### config.mk
export PLATFORM = sky130hd
export DESIGN_NAME = snes_autojoy
export DESIGN_NICKNAME = d
export VERILOG_FILES = /design/src/rtl/snes_autojoy.sv
export SDC_FILE = /design/constraint.sdc
export NUM_CORES = 1
export LEC_CHECK = 0
export CELL_PAD_IN_SITES_DETAIL_PLACEMENT = 0
export CELL_PAD_IN_SITES_GLOBAL_PLACEMENT = 2
export CORE_MARGIN = 5
export CORE_UTILIZATION = 35
export CTS_BUF_LIST = sky130_fd_sc_hd__clkbuf_8
export DETAILED_ROUTE_END_ITERATION = 10
export HOLD_SLACK_MARGIN = 0.1
export PLACE_DENSITY = 0.95
export SYNTH_ARGS = -nofsm -noshare
export SYNTH_HDL_FRONTEND = slang
export SYNTH_SLANG_ARGS = --single-unit
### constraint.sdc
create_clock -name clk_sys -period 4.18 [get_ports clk_sys]
set_input_delay 0.418 -clock clk_sys [delete_from_list [all_inputs] [get_ports clk_sys]]
set_output_delay 0.418 -clock clk_sys [all_outputs]
set_load 0.05 [all_outputs]
### src/rtl/snes_autojoy.sv
// snes_autojoy: console-side controller-port initiator.
//
// Purpose:
//   On an auto-read request (start & enable) it pulses the shared latch, clocks
//   BITS serial bits out of both controller ports and captures four pad words
//   (port1/port2, data line 0/1). The words are published atomically on a
//   one-cycle done pulse. When idle, the CPU manual latch/clock strobes pass
//   straight through to the ports with one cycle of latency.
//
// Ports:
//   clk_sys            system clock
//   reset              synchronous, active-low reset
//   start, enable      auto-read request pulse, auto-read enable (sampled with start)
//   man_strb           CPU manual latch level (idle only)
//   man_clk1/man_clk2  CPU read strobes, high drives the port clock low (idle only)
//   joy1_di, joy2_di   serial data [1:0] from port1/port2, active-low
//   joy_strb           latch to both ports
//   joy1_clk, joy2_clk port clocks, idle high
//   busy, done         auto-read in progress, one-cycle completion pulse
//   pad1..pad4         port1 line0, port2 line0, port1 line1, port2 line1 (MSB = first bit)

module snes_autojoy #(
    parameter int unsigned LATCH_LEN   = 128,
    parameter int unsigned HALF_PERIOD = 128,
    parameter int unsigned BITS        = 16
) (
    input  logic            clk_sys,
    input  logic            reset,
    input  logic            start,
    input  logic            enable,
    input  logic            man_strb,
    input  logic            man_clk1,
    input  logic            man_clk2,
    input  logic [1:0]      joy1_di,
    input  logic [1:0]      joy2_di,
    output logic            joy_strb,
    output logic            joy1_clk,
    output logic            joy2_clk,
    output logic            busy,
    output logic            done,
    output logic [BITS-1:0] pad1,
    output logic [BITS-1:0] pad2,
    output logic [BITS-1:0] pad3,
    output logic [BITS-1:0] pad4
);

    localparam int unsigned CntMax = (LATCH_LEN > HALF_PERIOD) ? LATCH_LEN : HALF_PERIOD;
    localparam int unsigned CW     = (CntMax > 1) ? $clog2(CntMax) : 1;
    localparam int unsigned BW     = (BITS > 1) ? $clog2(BITS) : 1;

    typedef enum logic [2:0] {
        StIdle,
        StLatch,
        StHigh,
        StLow,
        StDone
    } state_e;

    state_e          r_state;
    state_e          w_state_d;
    logic [CW-1:0]   r_cnt;
    logic [CW-1:0]   w_cnt_d;
    logic [BW-1:0]   r_bit;
    logic [BW-1:0]   w_bit_d;
    logic            w_sample;
    logic [BITS-1:0] r_sh1, r_sh2, r_sh3, r_sh4;

    logic            w_strb_d;
    logic            w_clk1_d;
    logic            w_clk2_d;
    logic            w_busy_d;
    logic            w_done_d;

    // Next-state logic.
    always_comb begin
        w_state_d = r_state;
        w_cnt_d   = r_cnt;
        w_bit_d   = r_bit;
        w_sample  = 1'b0;
        unique case (r_state)
            StIdle: begin
                if (start && enable) begin
                    w_state_d = StLatch;
                    w_cnt_d   = '0;
                end
            end
            StLatch: begin
                if (r_cnt == CW'(LATCH_LEN - 1)) begin
                    w_state_d = StHigh;
                    w_cnt_d   = '0;
                    w_bit_d   = '0;
                end else begin
                    w_cnt_d = r_cnt + 1'b1;
                end
            end
            StHigh: begin
                if (r_cnt == CW'(HALF_PERIOD - 1)) begin
                    // Sample at the very end of the high phase, just before the falling edge.
                    w_sample  = 1'b1;
                    w_state_d = StLow;
                    w_cnt_d   = '0;
                end else begin
                    w_cnt_d = r_cnt + 1'b1;
                end
            end
            StLow: begin
                if (r_cnt == CW'(HALF_PERIOD - 1)) begin
                    w_cnt_d = '0;
                    if (r_bit == BW'(BITS - 1)) begin
                        w_state_d = StDone;
                    end else begin
                        w_bit_d   = r_bit + 1'b1;
                        w_state_d = StHigh;
                    end
                end else begin
                    w_cnt_d = r_cnt + 1'b1;
                end
            end
            StDone: begin
                w_state_d = StIdle;
            end
            default: begin
                w_state_d = StIdle;
            end
        endcase
    end

    // Outputs are decoded from the next state and registered, so they line up with the state.
    always_comb begin
        w_strb_d = 1'b0;
        w_clk1_d = 1'b1;
        w_clk2_d = 1'b1;
        w_busy_d = 1'b0;
        w_done_d = 1'b0;
        unique case (w_state_d)
            StIdle: begin
                w_strb_d = man_strb;
                w_clk1_d = ~man_clk1;
                w_clk2_d = ~man_clk2;
            end
            StLatch: begin
                w_strb_d = 1'b1;
                w_busy_d = 1'b1;
            end
            StHigh: begin
                w_busy_d = 1'b1;
            end
            StLow: begin
                w_clk1_d = 1'b0;
                w_clk2_d = 1'b0;
                w_busy_d = 1'b1;
            end
            StDone: begin
                w_done_d = 1'b1;
            end
            default: begin
                w_strb_d = 1'b0;
            end
        endcase
    end

    always_ff @(posedge clk_sys) begin
        if (!reset) begin
            r_state  <= StIdle;
            r_cnt    <= '0;
            r_bit    <= '0;
            r_sh1    <= '0;
            r_sh2    <= '0;
            r_sh3    <= '0;
            r_sh4    <= '0;
            pad1     <= '0;
            pad2     <= '0;
            pad3     <= '0;
            pad4     <= '0;
            joy_strb <= 1'b0;
            joy1_clk <= 1'b1;
            joy2_clk <= 1'b1;
            busy     <= 1'b0;
            done     <= 1'b0;
        end else begin
            r_state  <= w_state_d;
            r_cnt    <= w_cnt_d;
            r_bit    <= w_bit_d;
            joy_strb <= w_strb_d;
            joy1_clk <= w_clk1_d;
            joy2_clk <= w_clk2_d;
            busy     <= w_busy_d;
            done     <= w_done_d;

            if (r_state == StIdle && w_state_d == StLatch) begin
                r_sh1 <= '0;
                r_sh2 <= '0;
                r_sh3 <= '0;
                r_sh4 <= '0;
            end else if (w_sample) begin
                // Lines are active-low; store pressed as 1.
                r_sh1 <= {r_sh1[BITS-2:0], ~joy1_di[0]};
                r_sh2 <= {r_sh2[BITS-2:0], ~joy2_di[0]};
                r_sh3 <= {r_sh3[BITS-2:0], ~joy1_di[1]};
                r_sh4 <= {r_sh4[BITS-2:0], ~joy2_di[1]};
            end

            // Publish all four words together as DONE is entered.
            if (w_state_d == StDone) begin
                pad1 <= r_sh1;
                pad2 <= r_sh2;
                pad3 <= r_sh3;
                pad4 <= r_sh4;
            end
        end
    end

endmodule

Yosys cells after proc, flatten, opt, wreduce, memory -nomap -nowiden
Cells that the tools add are included.
{"block": "classes", "n_addsub": 2, "mul": 0, "div_mod_pow": 0, "order_cmp": 0, "n_eq_ne": 13, "n_shift": 0, "n_mux": 20, "bitwise_logic": 7, "n_reduce_logical": 11}
{"cell": "$mux W3", "n": 5}
{"cell": "$mux W7", "n": 2}
{"cell": "$pmux W7 S2", "n": 1}
{"cell": "$eq A3 B2 Y1 const B", "n": 4}
{"cell": "$mux W4", "n": 3}
{"cell": "$pmux W3 S4", "n": 1}
{"cell": "$ne A2 B2 Y1 const B", "n": 4}
{"cell": "$pmux W4 S2", "n": 1}
{"cell": "$add A7 B1 Y7 const B", "n": 1}
{"cell": "$eq A7 B7 Y1 const B", "n": 1}
{"cell": "$not A1 Y1", "n": 7}
{"cell": "$eq A3 B1 Y1 const B", "n": 2}
{"cell": "$logic_not A3 Y1", "n": 2}
{"cell": "$pmux W1 S2", "n": 3}
{"cell": "$reduce_or A3 Y1", "n": 2}
{"cell": "$add A4 B1 Y4 const B", "n": 1}
{"cell": "$eq A4 B4 Y1 const B", "n": 1}
{"cell": "$mux W1", "n": 4}
{"cell": "$reduce_and A4 Y1", "n": 1}
{"cell": "$reduce_bool A2 Y1", "n": 2}
{"cell": "$eq A3 B3 Y1 const B", "n": 1}
{"cell": "$logic_and A1 B1 Y1", "n": 2}
{"cell": "$reduce_and A2 Y1", "n": 1}
{"cell": "$reduce_or A2 Y1", "n": 1}
{"block": "word_totals", "ff_bits": 147, "latchBits": 0, "mem_bits_rw": 0, "rom_bits": 0, "output_inout_bits": 69, "word_cells": 69, "n_memories": 0}

Longest topological paths before layout
{"block": "logic_depth", "depth_word": 7, "ltp_mapped": 8}

Worst setup path before layout
OpenSTA, ideal clock, no wires.
{"block": "synth_path", "path_type": "register to register", "from": "reg r_bit[0]", "to": "reg r_bit[3]", "t_arrival_ns": 1.816, "t_required_ns": 4.110, "setup_slack_ns": 2.294, "path_stages_with_launch": 7, "n_path_buf": 1, "path_cell_list": "dfxtp_1 -> ha_1 -> a41o_1 -> or3_1 -> buf_2 -> or4_1 -> a21oi_1"}
{"block": "synth_between", "elab_chain_cells": 4, "elab_cells_between_ends": 7}
{"item": "start, declared", "line": "63", "source": "logic [BW-1:0] r_bit;"}
{"item": "start signal, assigned", "line": "183", "source": "r_bit <= w_bit_d;"}
{"item": "$add A4 B1 Y4", "line": "112", "source": "w_bit_d = r_bit + 1'b1;"}
{"item": "$mux W4", "line": "109", "source": "if (r_bit == BW'(BITS - 1)) begin"}
{"item": "$mux W4", "line": "107", "source": "if (r_cnt == CW'(HALF_PERIOD - 1)) begin"}
{"item": "$pmux W4 S2", "line": "80", "source": "unique case (r_state)"}
Several ways; a longest one is shown, not always the timed one. The select of a mux whose other input is x is not followed.
A chain may end at the register's enable or synchronous reset.

Final worst setup path
{"block": "layout_path", "from": "reg r_bit[0]", "to": "reg joy_strb"}
{"block": "layout_between", "elab_chain_cells": 6, "elab_cells_between_ends": 7}
{"item": "$eq A4 B4 Y1 *", "line": "109"}
{"item": "$mux W3 *", "line": "109"}
{"item": "$mux W3 *", "line": "107"}
{"item": "$pmux W3 S4 *", "line": "80"}
{"item": "$eq A3 B1 Y1 or $logic_not A3 Y1 (tied branches)", "line": "135", "source": "unique case (w_state_d)"}
{"item": "$pmux W1 S2 *", "line": "135"}
{"item": "end signal, assigned", "line": "184", "source": "joy_strb <= w_strb_d;"}
{"item": "end, declared", "line": "36", "source": "output logic joy_strb,"}
Mark *: on every way between the ends. The rest lies on a longest branch, timed or not.

==> impl_metrics.tcl <==
set metrics [dict create \
    status "finished, final reports clean" \
    grt_pass1_wl_um 20800 \
    syn-mean-instance-area_um2 8.10 \
    io_pins 80 \
    fillCellCount 1498 \
    synth-async-reset-ratio_pct 0 \
    wl_per_cell_um 13.1 \
    p_leak_nw 2.20 \
    worstPathArrival_ps 2880 \
    cts_max_path_buffers 2 \
    synthTopCellsByArea "dfxtp_1 55%, nand2_1 18%, a21oi_1 12%, clkbuf_1 2.0%, buf_6 1.9%" \
    ys_seq_elements 147 \
    synth_top_flop_cell "dfxtp_1" \
    antenna_found_initial 0 \
    cts_tree "done" \
    final_antenna_net_count 0 \
    seq_area_frac_synth_pct 54.6 \
    drt_wl_total_um 12100 \
    clk_pin_slew_ps 70 \
    finalNetCount 735 \
    placed_cells 891 \
    cts.root.buffer_cell "clkbuf_8" \
    drtIter0Drc 291 \
    synth_edf_count 0 \
    fin_hold_ws_ps 450 \
    powerDensity_nw_per_um2 393 \
    crit_type "flop to flop" \
    route.detailed.drc 0 \
    ys_warn_count 0 \
    grt_overflow 0 \
    crit_path_max_fanout 35 \
    whs_path_depth 2 \
    cap_violations 0 \
    post_cts_buffers 0 \
    rsz0062_at_grt "no" \
    setup_viol 0 \
    gp_congestion 0.858 \
    syn_nets 678 \
    end_kind "flop" \
    fin_crit_sh_pct 62.1 \
    finalHoldViolCount 0 \
    clock-sinks 147 \
    startpoint_type "flop" \
    synth.most_common_cell "nand2_1" \
    syn-cell-area_um2 5390 \
    seqCellArea_um2 2940 \
    worstSkewPairLatency_ps 440 \
    hold_class "flop to flop" \
    diodes 0 \
    vias 4503 \
    layout_min_cycle_time_ps 2590 \
    finClkSkew_ps 10.7 \
    grtUsageTotal_pct 14.1 \
    drive_gt1_share_pct 6.68 \
    power_mw 2.61 \
    grt_pass1_vias 4394 \
    multi_input_area_um2 2180 \
    synth_top_area_share_pct 54.6 \
    core_um2 15100 \
    layout.cells.non_filler 922 \
    cts_hold_buf 0 \
    die_h_um 134 \
    floorplan.initialDensity_pct 35.6 \
    grt_max_degree 69 \
    ys_top_cells_by_count "253 x nand2_1, 147 x dfxtp_1, 133 x a21oi_1" \
    drv_slew 0 \
    routed_via_density 4.88 \
    areaGrowthSynthToFinish_pct 23.2 \
    worst_slew_pin_slew_ps 1110 \
    post_cts_resized 0 \
    r2r_cells 6 \
    dpl.hpwl_um 7710 \
    cts_buffers 17 \
    dr.pass1.iters 5 \
    syn_inst 665 \
    fmax_mhz 385 \
    netlist.top_cell.by_area "dfxtp_1" \
    io_buffers 79 \
    rows 45 \
    ys_types 43 \
    peakVddDrop_v 0.000238 \
    finalSetupTns_ps 0 \
    die_w_um 134 \
    dieArea_um2 18000 \
    required_ps 4460 \
    relSlewSlack_pct 26.2 \
    htree_num_levels 4 \
]
==> logic make-up after synthesis <==
logic type / Yosys count / share of synthesized area, %
mux: 3 / 0.557
compound gates: 158 / 16.0
flops: 147 / 54.6
simple gates: 300 / 22.9
buf+inv: 54 / 5.29
xor+xnor: 1 / 0.163
fa+ha+maj: 2 / 0.464
==> per-layer routing <==
metal / vias to the layer above / global-route usage (%) / wire [um]
li1: 2295 / - / -
met3: 17 / 4.91 / 630
met2: 96 / 22.7 / 5680
met4: 0 / 5.37 / 214
met5: - / 0 / 0
met1: 2095 / 17.3 / 5560
==> path summary, 6_finish.rpt <==
check / start / endpoint / slack (ps)
max: r_bit[0]$_SDFFE_PN0P_ / joy_strb$_SDFF_PN0_ / 1590
max reg2reg: r_bit[0]$_SDFFE_PN0P_ / joy_strb$_SDFF_PN0_ / 1590
min reg2reg: pad4[11]$_SDFFE_PN0P_ / pad4[11]$_SDFFE_PN0P_ / 450
min: pad4[11]$_SDFFE_PN0P_ / pad4[11]$_SDFFE_PN0P_ / 450
==> cell usage in the layout, fill, tap and decap left out, types with 3 or more instances in the layout <==
master / netlist / layout
clkdlybuf4s50_1: 0 / 79
bufinv_16: 0 / 3
clkinvlp_4: 0 / 3
dfxtp_1: 147 / 147
and3_1: 4 / 4
inv_1: 6 / 8
a21oi_1: 133 / 133
o21bai_1: 4 / 4
mux2i_1: 3 / 3
a211oi_1: 5 / 5
clkbuf_8: 0 / 20
nand2_1: 253 / 253
o21ai_0: 3 / 3
nor2_1: 13 / 13
buf_4: 1 / 7
nand3_1: 7 / 7
==> critical path, cell delays in order, from the launching register on <==
cell and delay [ps]:
dfxtp_1 370, ha_1 230, nand3_1 160, or4_2 1050, buf_4 380, nand2_1 170
a211oi_1 60
==> flip-flops by register name, summed over array words and instances (netlist names), 3 cells and up <==
name / cells
pad1: 16
r_bit: 4
r_sh4: 16
pad2: 16
r_state: 3
r_sh3: 16
r_sh1: 16
pad4: 16
r_sh2: 16
pad3: 16
r_cnt: 7
==> power breakdown <==
group / switching (mW) / internal [mW] / total [mW] / leakage, nW
logic: 0.0480 / 0.0224 / 0.0704 / 0.802
registers: 0.00342 / 1.40 / 1.41 / 1.18
clock network: 0.506 / 0.628 / 1.13 / 0.211
total: 0.558 / 2.05 / 2.61 / 2.20
==> layout make-up <==
class | count | area share, %
Tap cell | 188 | 3.54
Clock buffer | 20 | 4.15
Timing Repair Buffer | 86 | 12.7
Inverter | 6 | 0.339
Multi-Input combinational cell | 464 | 32.9
Clock inverter | 11 | 2.07
Sequential cell | 147 | 44.3
==> through the flow <==
step	area, um2	utilization (%)	setup WS (ps)
final	6640	43.8	1590
after CTS	6640	43.8	1560
after global routing	6640	43.8	1370
after floorplan	5390	-	2290
after detailed placement	6230	41.1	1560
after global placement	6230	41.1	1640
(Power assumes the default switching activity.)
